File: config.mk
export PLATFORM = sky130hd
export DESIGN_NAME = uart_rx_fsm
export DESIGN_NICKNAME = d
export VERILOG_FILES = /design/src/rtl/uart_rx_fsm.sv
export SDC_FILE = /design/constraint.sdc
export NUM_CORES = 1
export LEC_CHECK = 0
export CORE_UTILIZATION = 45
export DETAILED_ROUTE_END_ITERATION = 10
export DONT_BUFFER_PORTS = 1
export PLACE_DENSITY_LB_ADDON = 0.25
export SLEW_MARGIN = 25
export SYNTH_ARGS = -nofsm -noshare
export SYNTH_HDL_FRONTEND = slang
export SYNTH_SLANG_ARGS = --single-unit
File: constraint.sdc
create_clock -name clk_i -period 2.85 [get_ports clk_i]
set_input_delay 0.4275 -clock clk_i [delete_from_list [all_inputs] [get_ports clk_i]]
set_output_delay 0.4275 -clock clk_i [all_outputs]
set_load 0.01 [all_outputs]
File: src/rtl/uart_rx_fsm.sv
// uart_rx_fsm: oversampled UART receiver for 8N1/8E1/8N2/8E2 frames with a valid/ready byte output and error flags.
module uart_rx_fsm #(
    parameter int OVERSAMPLE  = 16,
    parameter int SYNC_STAGES = 2
) (
    input  logic       clk_i,
    input  logic       rst_i,
    input  logic       baud_tick_i,
    input  logic       rx_i,
    input  logic       parity_en_i,
    input  logic       extra_stop_i,
    output logic [7:0] data_o,
    output logic       data_valid_o,
    input  logic       data_ready_i,
    output logic       parity_err_o,
    output logic       frame_err_o,
    output logic       overrun_o,
    output logic [3:0] state_o
);
    typedef enum logic [3:0] {
        IDLE, START_BIT,
        DATA_0, DATA_1, DATA_2, DATA_3, DATA_4, DATA_5, DATA_6, DATA_7,
        PARITY_BIT, STOP_BIT, EXTRA_STOP
    } uart_rx_state_e;

    localparam int CW = $clog2(OVERSAMPLE);
    localparam logic [CW-1:0] MID  = CW'(OVERSAMPLE / 2 - 1);
    localparam logic [CW-1:0] LAST = CW'(OVERSAMPLE - 1);

    uart_rx_state_e         state, state_next;
    logic [SYNC_STAGES-1:0] sync;
    logic [CW-1:0]          cnt;
    logic [7:0]             shift;
    logic [2:0]             bit_idx;
    logic                   rxs, sample, complete, accept, perr, ferr, ferr_new;

    assign rxs     = sync[SYNC_STAGES-1];
    assign state_o = state;

    always_ff @(posedge clk_i) begin
        if (rst_i) begin
            state <= IDLE;
            cnt   <= '0;
            sync  <= '1;
        end else begin
            state <= state_next;
            cnt   <= (state_next != state) ? '0 : cnt + CW'(baud_tick_i);
            sync  <= {sync[SYNC_STAGES-2:0], rx_i};
        end
    end

    always_comb begin
        state_next = state;
        case (state)
            IDLE:       state_next = rxs ? IDLE : START_BIT;
            START_BIT:  if (sample) state_next = rxs ? IDLE : DATA_0;
            DATA_0, DATA_1, DATA_2, DATA_3, DATA_4, DATA_5, DATA_6:
                        if (sample) state_next = uart_rx_state_e'(state + 4'd1);
            DATA_7:     if (sample) state_next = parity_en_i ? PARITY_BIT : STOP_BIT;
            PARITY_BIT: if (sample) state_next = STOP_BIT;
            STOP_BIT:   if (sample) state_next = extra_stop_i ? EXTRA_STOP : IDLE;
            EXTRA_STOP: if (sample) state_next = IDLE;
            default:    state_next = IDLE;
        endcase
    end

    // The start bit is sampled half a bit in; every later bit one full bit after that.
    always_comb begin
        sample   = baud_tick_i && cnt == (state == START_BIT ? MID : LAST);
        complete = sample && ((state == STOP_BIT && !extra_stop_i) || state == EXTRA_STOP);
        accept   = complete && (!data_valid_o || data_ready_i);
        ferr_new = !rxs || (state == EXTRA_STOP && ferr);
        bit_idx  = 3'(state - DATA_0);
    end

    always_ff @(posedge clk_i) begin
        if (rst_i) begin
            shift        <= '0;
            perr         <= 1'b0;
            ferr         <= 1'b0;
            data_o       <= '0;
            data_valid_o <= 1'b0;
            parity_err_o <= 1'b0;
            frame_err_o  <= 1'b0;
            overrun_o    <= 1'b0;
        end else begin
            if (state == IDLE) begin
                perr <= 1'b0;
                ferr <= 1'b0;
            end
            if (sample && state >= DATA_0 && state <= DATA_7) shift[bit_idx] <= rxs;
            if (sample && state == PARITY_BIT) perr <= rxs ^ (^shift);
            if (sample && state == STOP_BIT) ferr <= !rxs;
            if (accept) begin
                data_o       <= shift;
                parity_err_o <= perr;
                frame_err_o  <= ferr_new;
            end
            data_valid_o <= accept || (data_valid_o && !data_ready_i);
            overrun_o    <= complete && data_valid_o && !data_ready_i;
        end
    end
endmodule

==> results.toml, run 1 <==
[timing]
max_clock_freq_mhz = 396
relSlewSlack = 0.585
final_hold_viol_count = 0
setup_violations = 0
rsz0062_at_grt = "false"
fin_crit_sh = 0.886
period_needed_ns = 2.53
tns_ns = 0
finalMaxSlewViolations = 0
worstMarginPinSlew_ns = 0.617
skew_ns = 0.0129

[synthesis]
yosysUniqueCellTypes = 51
synth_fp_nets = 223
synth.avg_cell_area_um2 = 8.98
synth_area_um2 = 1870
seq_area_frac_synth = 0.343
ys_seq_elements = 32
yosys_warnings = 0
ys.flop_type = "dfxtp_1"
synthCells = 208
synth_edf_count = 0
synthArstFlopShare = 0

[route]
wl_per_cell_um = 16.4
drtPass1Iterations = 4
avgViaCountPerCell = 5.91
drc = 0
wirelength_mm = 4.28
vias = 1549
antenna_left = 0
drt_iter0_markers = 69

[die]
rows = 23
fp.dieH_um = 66.4
ios = 23
start_util = 0.467
core_um2 = 4000
die_w_um = 66.4
dieArea_um2 = 4410

[cts]
clk_pin_slew_worst_paths_ns = 0.08
cts_tree = "built"
cts_root_buf = "clkbuf_8"
cts_buffers = 5
clock_path_buffers = 2
cts_sinks = 32
clock_latency_ns = 0.29
cts_setup_buffers = 0
htreeDepth = 2
cts_hold_buf = 0

[global_route]
grt-ovfl-total = 0
grt_max_degree = 32
grt_use_total = 0.213
grt_pass1_vias = 1496
grt_pass1_wl_mm = 7.04
antenna_found_initial = 0

[worst_setup_path]
worst_r2r_path_depth = 8
crit_path_end_kind = "register"
cp_max_fo = 12
timing.rr.end = "cnt[0]"
crit_required_ns = 3.05
path_class = "register to register"
worstPathArrival_ns = 2.73
r2r_slack_ns = 0.32
timing.critical_path.from_type = "register"
r2r-start = "state_o[0]"

[layout]
nets = 226
finalInstanceArea_um2 = 2030
antenna_cells = 0
area_growth_pct = 8.71
drive_gt1_frac = 0.123
nFillCells = 394

[pwr]
p_leak_nw = 0.726
power_density_nw_per_um2 = 413
ir_drop_mv = 0.338
finalPower_uw = 840

[placement]
placed_area_um2 = 1930
io_buffers = 0
dp_hpwl_mm = 3.04
gp_congestion = 1.01

[hold_path]
holdPathStages = 1
min_to = "state_o[3]"
min_from = "rst_i"
hold_class = "input pin to register"

[job]
cap_violations = 0

[run_status]
status = "completed"
[area by class of cell]
cell class              count  area (um^2)  share of cell area
clock buffers               5         68.8              0.0339
flip-flops and latches     32          641               0.315
well taps                  50         62.6              0.0308
clock inverters             3         18.8             0.00924
inverters                   5         18.8             0.00924
repair buffers              8         60.1              0.0296
multi-input cells         159         1160               0.572
[cell usage after synthesis (5+ instances only)]
cell	n	area (um^2)
dfxtp_1	32	641
nor2_1	21	78.8
mux2i_1	18	180
nand2b_1	11	68.8
nand2_1	10	37.5
ha_1	8	100
nand3_1	7	35.0
xnor2_1	7	61.3
clkbuf_1	6	22.5
nor3_1	6	30.0
inv_1	5	18.8
o211ai_1	5	37.5
o21ai_0	5	25.0
[report_power, final]
part	total, mW	switching (mW)	internal, mW
combinational	0.0326	0.0165	0.0162
clock	0.352	0.182	0.170
sequential	0.455	0.00358	0.451
[cells in the final DEF, fill, tap and decap left out, types with 2 or more instances in the layout]
| master | synthesis | routed |
|---|---|---|
| a211oi_1 | 2 | 2 |
| a21o_1 | 2 | 2 |
| a21oi_1 | 3 | 3 |
| a31oi_1 | 2 | 2 |
| a41oi_1 | 2 | 2 |
| buf_4 | 2 | 8 |
| clkbuf_8 | 0 | 5 |
| clkinv_2 | 0 | 2 |
| dfxtp_1 | 32 | 32 |
| ha_1 | 8 | 8 |
| inv_1 | 5 | 5 |
| mux2i_1 | 18 | 18 |
| nand2_1 | 10 | 10 |
| nand2b_1 | 11 | 11 |
| nand3_1 | 7 | 7 |
| nand3b_1 | 2 | 2 |
| nand4_1 | 2 | 2 |
| nor2_1 | 21 | 21 |
| nor2b_1 | 3 | 3 |
| nor3_1 | 6 | 6 |
| nor3b_1 | 3 | 3 |
| nor4_1 | 3 | 3 |
| o211ai_1 | 5 | 5 |
| o21a_1 | 2 | 2 |
| o21ai_0 | 5 | 5 |
| o21bai_1 | 3 | 3 |
| o221ai_1 | 3 | 2 |
| o22a_1 | 2 | 2 |
| o22ai_1 | 2 | 2 |
| or2_2 | 3 | 3 |
| or3_1 | 3 | 3 |
| xnor2_1 | 7 | 7 |
| xor2_1 | 2 | 2 |
[worst max path at each step]
| stage | start | to | cells past startpoint |
|---|---|---|---|
| 3_3_place_gp | state_o[1] | cnt[1] | 11 |
| 2_1_floorplan | state_o[1] | cnt[0] | 13 |
| 6_report | state_o[0] | cnt[0] | 8 |
| 3_5_place_dp | state_o[1] | cnt[3] | 11 |
| 4_1_cts | state_o[1] | cnt[3] | 11 |
| 5_1_grt | state_o[1] | cnt[1] | 11 |
[kinds of logic after synthesis]
logic type | Yosys count | synth area share
adders and majority gates | 8 | 0.0536
AOI/OAI and AO/OA | 40 | 0.157
and+or+nand+nor | 81 | 0.240
buffers and inverters | 17 | 0.0402
muxes | 19 | 0.102
DFF | 32 | 0.343
xor gates and xnor gates | 11 | 0.0630
[metal layers]
layer / up-vias / GRT usage / wire length (um)
met5: - / 0 / 0
met4: 0 / 0.0612 / 51
met1: 751 / 0.279 / 1930
met2: 41 / 0.334 / 2050
met3: 4 / 0.0672 / 253
li1: 753 / - / -
[stage by stage]
| step | worst slack [ns] | utilization | cells | hold WS, ns |
|---|---|---|---|---|
| after floorplan | 0.0412 | - | 208 | 0.389 |
| after CTS | 0.124 | 0.505 | 262 | 0.192 |
| final | 0.325 | 0.508 | 262 | 0.197 |
| after global routing | 0.0982 | 0.508 | 262 | 0.196 |
| after detailed placement | 0.132 | 0.484 | 254 | 0.401 |
| after global placement | 0.374 | 0.484 | 254 | 0.406 |
[worst max-delay path, stage by stage, from the launching register on]
cell	delay, ns
dfxtp_1	0.32
buf_4	0.18
inv_1	0.19
ha_1	0.44
nor2b_1	0.35
o22ai_1	0.14
a211oi_1	0.41
o221ai_2	0.21
nor3b_1	0.21
[what timing repair did]
action	in CTS	in global routing
hold endpoints to repair	0	0
endpoints found under the setup margin	0	4
resized for setup	0	2
[state kept, by name, indices dropped and copies added, names as in the netlist]
name and flops:
state_o 4, ferr 1, parity_err_o 1, data_valid_o 1
perr 1, overrun_o 1, frame_err_o 1, sync 2
data_o 8, cnt 4, shift 8
No activity file was read; power rests on OpenSTA's default activity.
==> run 2, diff against run 1 <==
Settings changed: CTS_CLUSTER_SIZE from default to 40.
==> results of run 2 <==
Same layout as run 1: the final DEF is identical, and so are final timing and power.
